[src/rtl/window_mac_engine_if.sv]
// Handshake and data bundle between the process FSM and the window MAC engine.
// Window and kernel taps are packed row-major, tap k occupying bits [8k+7:8k].
interface window_mac_engine_if #(
  parameter int FILTER_SIZE = 3
);
  localparam int N = FILTER_SIZE * FILTER_SIZE;

  logic                 mult_en;
  logic [N*8-1:0]       window_in;
  logic [N*8-1:0]       filter_flat;
  logic signed [31:0]   result;
  logic                 result_valid;
  logic                 shift_buffer;

  modport master (
    output mult_en, window_in, filter_flat,
    input  result, result_valid, shift_buffer
  );

  modport slave (
    input  mult_en, window_in, filter_flat,
    output result, result_valid, shift_buffer
  );
endinterface

[src/rtl/window_mac_engine.sv]
// One convolution output per request: products registered on the accept edge,
// summed on the next edge, result held until the requester drops mult_en.
module window_mac_engine #(
  parameter int IMAGE_HEIGHT = 128,
  parameter int IMAGE_WIDTH  = 128,
  parameter int FILTER_SIZE  = 3,
  parameter int OUT          = IMAGE_HEIGHT - FILTER_SIZE + 1
) (
  input  logic                 clk,
  input  logic                 rst,
  window_mac_engine_if.slave   bus
);

  localparam int N      = FILTER_SIZE * FILTER_SIZE;
  localparam int PROD_W = 17;
  localparam int SUM_W  = 24;

  if (FILTER_SIZE < 1 || FILTER_SIZE > 15 || IMAGE_WIDTH < FILTER_SIZE ||
      OUT != IMAGE_HEIGHT - FILTER_SIZE + 1) begin : g_param_check
    $error("window_mac_engine: unsupported geometry parameters");
  end

  typedef enum logic [1:0] {
    S_IDLE,
    S_MULT,
    S_HOLD
  } state_t;

  state_t                    r_state;
  state_t                    w_next;
  logic signed [PROD_W-1:0]  r_prod [N];
  logic signed [PROD_W-1:0]  w_prod [N];
  logic signed [SUM_W-1:0]   w_sum;
  logic signed [31:0]        r_result;
  logic                      r_result_valid;
  logic                      r_shift_buffer;

  // Pixel is zero-extended to 9 bits so an unsigned 255 times a signed tap stays exact.
  always_comb begin
    for (int k = 0; k < N; k++) begin
      w_prod[k] = $signed({9'd0, bus.window_in[8*k +: 8]}) *
                  $signed({{9{bus.filter_flat[8*k+7]}}, bus.filter_flat[8*k +: 8]});
    end
  end

  always_comb begin
    w_sum = '0;
    for (int k = 0; k < N; k++) begin
      w_sum = w_sum + {{(SUM_W-PROD_W){r_prod[k][PROD_W-1]}}, r_prod[k]};
    end
  end

  always_comb begin
    w_next = r_state;
    case (r_state)
      S_IDLE:  if (bus.mult_en) w_next = S_MULT;
      S_MULT:  w_next = S_HOLD;
      S_HOLD:  if (!bus.mult_en) w_next = S_IDLE;
      default: w_next = S_IDLE;
    endcase
  end

  always_ff @(posedge clk or negedge rst) begin
    if (!rst) begin
      r_state        <= S_IDLE;
      r_result       <= '0;
      r_result_valid <= 1'b0;
      r_shift_buffer <= 1'b0;
      for (int k = 0; k < N; k++) r_prod[k] <= '0;
    end else begin
      r_state <= w_next;
      case (r_state)
        S_IDLE: begin
          if (bus.mult_en) begin
            for (int k = 0; k < N; k++) r_prod[k] <= w_prod[k];
          end
        end
        S_MULT: begin
          r_result       <= {{(32-SUM_W){w_sum[SUM_W-1]}}, w_sum};
          r_result_valid <= 1'b1;
          r_shift_buffer <= 1'b1;
        end
        S_HOLD: begin
          r_shift_buffer <= 1'b0;
          if (!bus.mult_en) r_result_valid <= 1'b0;
        end
        default: ;
      endcase
    end
  end

  assign bus.result       = r_result;
  assign bus.result_valid = r_result_valid;
  assign bus.shift_buffer = r_shift_buffer;

endmodule

[src/flat_wrapper.sv]
// flat-port wrapper written by rule: the top's interface ports become plain ports
module window_mac_engine_flat 
#(
  parameter int IMAGE_HEIGHT = 128,
  parameter int IMAGE_WIDTH  = 128,
  parameter int FILTER_SIZE  = 3,
  parameter int OUT          = IMAGE_HEIGHT - FILTER_SIZE + 1
)
  (clk, rst, bus_mult_en, bus_window_in, bus_filter_flat, bus_result, bus_result_valid, bus_shift_buffer);
  window_mac_engine_if #(.FILTER_SIZE(FILTER_SIZE)) bus_i ();
  input  logic clk;
  input  logic rst;
  input wire logic [$bits(bus_i.mult_en)-1:0] bus_mult_en;
  input wire logic [$bits(bus_i.window_in)-1:0] bus_window_in;
  input wire logic [$bits(bus_i.filter_flat)-1:0] bus_filter_flat;
  output wire logic [$bits(bus_i.result)-1:0] bus_result;
  output wire logic [$bits(bus_i.result_valid)-1:0] bus_result_valid;
  output wire logic [$bits(bus_i.shift_buffer)-1:0] bus_shift_buffer;
  assign bus_i.mult_en = bus_mult_en;
  assign bus_i.window_in = bus_window_in;
  assign bus_i.filter_flat = bus_filter_flat;
  assign bus_result = bus_i.result;
  assign bus_result_valid = bus_i.result_valid;
  assign bus_shift_buffer = bus_i.shift_buffer;
  window_mac_engine #(.IMAGE_HEIGHT(IMAGE_HEIGHT), .IMAGE_WIDTH(IMAGE_WIDTH), .FILTER_SIZE(FILTER_SIZE), .OUT(OUT)) u_core (.clk(clk), .rst(rst), .bus(bus_i));
endmodule
[config.mk]
export PLATFORM = sky130hd
export DESIGN_NAME = window_mac_engine_flat
export DESIGN_NICKNAME = d
export VERILOG_FILES = /design/src/rtl/window_mac_engine_if.sv /design/src/rtl/window_mac_engine.sv /design/src/flat_wrapper.sv
export SDC_FILE = /design/constraint.sdc
export NUM_CORES = 2
export LEC_CHECK = 0
export ABC_AREA = 1
export BUFFER_PORTS_ARGS = -buffer_cell sky130_fd_sc_hd__buf_2
export CORE_ASPECT_RATIO = 0.7
export CORE_MARGIN = 1
export CORE_UTILIZATION = 43
export DETAILED_ROUTE_END_ITERATION = 8
export REMOVE_ABC_BUFFERS = 1
export SLEW_MARGIN = 40
export SYNTH_ARGS = -nofsm -noshare
export SYNTH_HDL_FRONTEND = slang
export SYNTH_SLANG_ARGS = --single-unit
[constraint.sdc]
create_clock -name clk -period 4.6 [get_ports clk]
set_input_delay 0.23 -clock clk [delete_from_list [all_inputs] [get_ports clk]]
set_output_delay 0.23 -clock clk [all_outputs]
set_load 0.01 [all_outputs]
==> impl_metrics.json <==
{
  "worst_ep_arrival_time_ns": 5.26,
  "row_count": 83,
  "synth_edf_count": 0,
  "worstSetupEndpoint": "u_core.bus.result[18]",
  "avgSynthCellArea_sq_um": 7.53,
  "antenna_found_initial": 0,
  "worst_pin_slew_ns": 0.729,
  "drt_iter0_drc": 1723,
  "dr.pass1.iters": 5,
  "path_depth": 23,
  "fin_nets": 5478,
  "clkSinkCount": 181,
  "critPathBufInv": 3,
  "drc": 0,
  "dpl-instance-area_sq_mm": 0.0347,
  "async_flop_share_pct": 100,
  "grt_pass1_wl_mm": 133,
  "gp_congestion": 0.902,
  "dp_hpwl_mm": 66.9,
  "r2r_start": "u_core.r_prod[125]",
  "fin_setup_tns_ns": -4.60,
  "hold_depth": 3,
  "insertion_delay_ns": 0.47,
  "routedWlPerCell_microns": 14.5,
  "post-route-util_pct": 49.1,
  "syn-cell-area_sq_mm": 0.0325,
  "postRouteAntennaNets": 0,
  "reg2reg_depth": 23,
  "startpoint": "u_core.r_prod[125]",
  "status": "finished with violations",
  "antennaDiodeCount": 0,
  "dieArea_sq_mm": 0.0767,
  "fillers": 7328,
  "ys_ff_latch": 181,
  "clk_path_buf_depth": 2,
  "crit_required_ns": 4.94,
  "skew_ns": 0.0238,
  "path_delay_family": "adder cells",
  "hp-class": "input pin to flip-flop",
  "design_area_sq_mm": 0.0364,
  "ys_seq_area_share_pct": 13.9,
  "maxSlewHeadroom_pct": 51.4,
  "setup_viol": 19,
  "r2r-end": "u_core.bus.result[18]",
  "fp.dieW_microns": 331,
  "path_cells": "ha_4, inv_1, o21bai_1, a21oi_1, nand2_1, nand2_1, nand2_1, xor2_2, fa_1, inv_1, fa_1, fa_1, inv_1, fa_2, ha_4, nand2_1, nand2_1, a21oi_2, nor2_1, nor2_1, nand3b_1, nand3_1, nand2_1",
  "layout_common_cells": "nand2_1, inv_1, fa_1",
  "ys_types": 37,
  "ys.flop_type": "dfrtp_1",
  "wirelength_mm": 78.9,
  "port_buffers": 180,
  "timing.final.crit_period_ns": 4.93,
  "final_common_cell": "nand2_1",
  "vias": 25700,
  "cpPeakStageDelay_ns": 0.57,
  "max-cap-violations": 0,
  "synthCells": 4318,
  "start_util_pct": 43.9,
  "finalHoldViolations": 0,
  "cts.clk_slew.worst_paths_ns": 0.08,
  "rrSetupSlack_ns": -0.33,
  "cp-end-kind": "flip-flop",
  "hold_ws_ns": 0.101,
  "ys_warn_count": 0,
  "crit_top_cell": "nand2_1",
  "fmax_ghz": 0.203,
  "critPathSlowestCell": "fa_2",
  "htree_num_levels": 4,
  "slew_violations": 0,
  "cts_tree": "yes",
  "num_io_pins": 181,
  "rsz0062_at_grt": "yes",
  "fin_crit_sh_pct": 107,
  "overflow": 0,
  "violations": "setup timing",
  "layout-drive-gt1-share_pct": 12.9,
  "detail_route.vias_per_cell": 4.73,
  "core_sq_mm": 0.0740,
  "setup_slack_ns": -0.325,
  "grt_max_degree": 95,
  "grt_pass1_vias": 25500,
  "root_buffer": "clkbuf_16",
  "area_delta_synth_final_pct": 11.9,
  "crit_type": "flip-flop to flip-flop",
  "critPathMaxFanout": 4,
  "gr-usage-all-layers_pct": 21.5,
  "die-height_microns": 232,
  "startpoint_type": "flip-flop",
  "cts_inserted_buffers": 17
}
state kept, by name, indices dropped and copies added, names as in the netlist:
signal                   flops
u_core.bus.result           24
u_core.r_prod              153
u_core.bus.result_valid      1
u_core.bus.shift_buffer      1
u_core.r_state               2
final cells by class:
cell class	instances	area [sq um]	area share, %
clock buffers	18	439	1.21
clock inverters	14	173	0.475
inverters	1123	4230	11.6
multi-input cells	2832	23900	65.7
flip-flops and latches	181	4530	12.5
well taps	977	1220	3.36
repair buffers	301	1880	5.16
metrics by stage:
step / cells / setup WS [ns]
2_1_floorplan: 4136 / -1.86
3_3_place_gp: 5394 / -0.418
3_5_place_dp: 5394 / -0.464
4_1_cts: 5437 / -0.292
5_1_grt: 5446 / -0.552
6_report: 5446 / -0.325
cells in the mapped netlist, types with 2 or more instances:
library cell  number  area share (%)
or2_1              2           0.038
nor3_1            24            0.37
nand2_2            9            0.17
o21bai_1          16            0.37
a21o_1             2           0.046
a21oi_2            4            0.11
ha_1             431              17
nand3_1          124             1.9
nand3b_1          10            0.23
nor2_2             5           0.096
dfrtp_1          181              14
inv_2              2           0.023
o21ai_2            8            0.22
xor2_1            27            0.73
nor2_1           135             1.6
fa_1             444              27
o22ai_1            5           0.096
buf_4             14            0.32
o21a_1             2           0.046
nand4_1            7            0.13
o21ai_0          121             1.9
o21ai_1            7            0.11
clkbuf_1         148             1.7
buf_2             20            0.31
inv_1           1120              13
or2_2             58             1.1
a31oi_1           50            0.96
o21bai_2           3            0.10
nand3_2            3           0.092
a21oi_1           59            0.91
nand2_1         1225              14
xnor2_1           47             1.3
worst min-delay path by stage:
stage	startpoint	to	slack, ns
floorplan	rst	u_core.bus.result[0]	-0.07
global placement	rst	u_core.bus.shift_buffer	0.31
detailed placement	rst	u_core.bus.result_valid	0.32
CTS	bus_mult_en	u_core.bus.result_valid	0.09
global route	bus_window_in[48]	u_core.r_prod[34]	0.12
finish	bus_window_in[48]	u_core.r_prod[34]	0.10
cell families after synthesis:
family | after synthesis | share of synthesized area (%)
simple gates | 1605 | 20.0
buf+inv | 1305 | 15.3
fa+ha+maj | 875 | 43.9
compound gates | 278 | 4.85
flops | 181 | 13.9
xor+xnor | 74 | 1.99
worst min-delay path, cell delays in order:
cell and delay, ns:
buf_2 0.15, nand2_1 0.07, o21ai_0 0.07
what timing repair did:
action | CTS | global route
resized for setup | 110 | 89
hold endpoints to repair | 87 | 0
setup endpoints to repair | 20 | 20
setup buffers | 13 | 8
hold buffers | 1 | 0
pin swaps | 38 | 64
layer usage:
| layer | up-vias | wire (microns) | GRT usage (%) |
|---|---|---|---|
| met1 | 12200 | 43100 | 35.9 |
| met3 | 14 | 4520 | 3.13 |
| met5 | - | 0 | 0 |
| met4 | 0 | 268 | 1.74 |
| met2 | 541 | 31000 | 29.7 |
| li1 | 12900 | - | - |
Power is left out: the tool's default activity adds up to more than one toggle a clock period on the data nets, which glitch-free logic cannot reach.
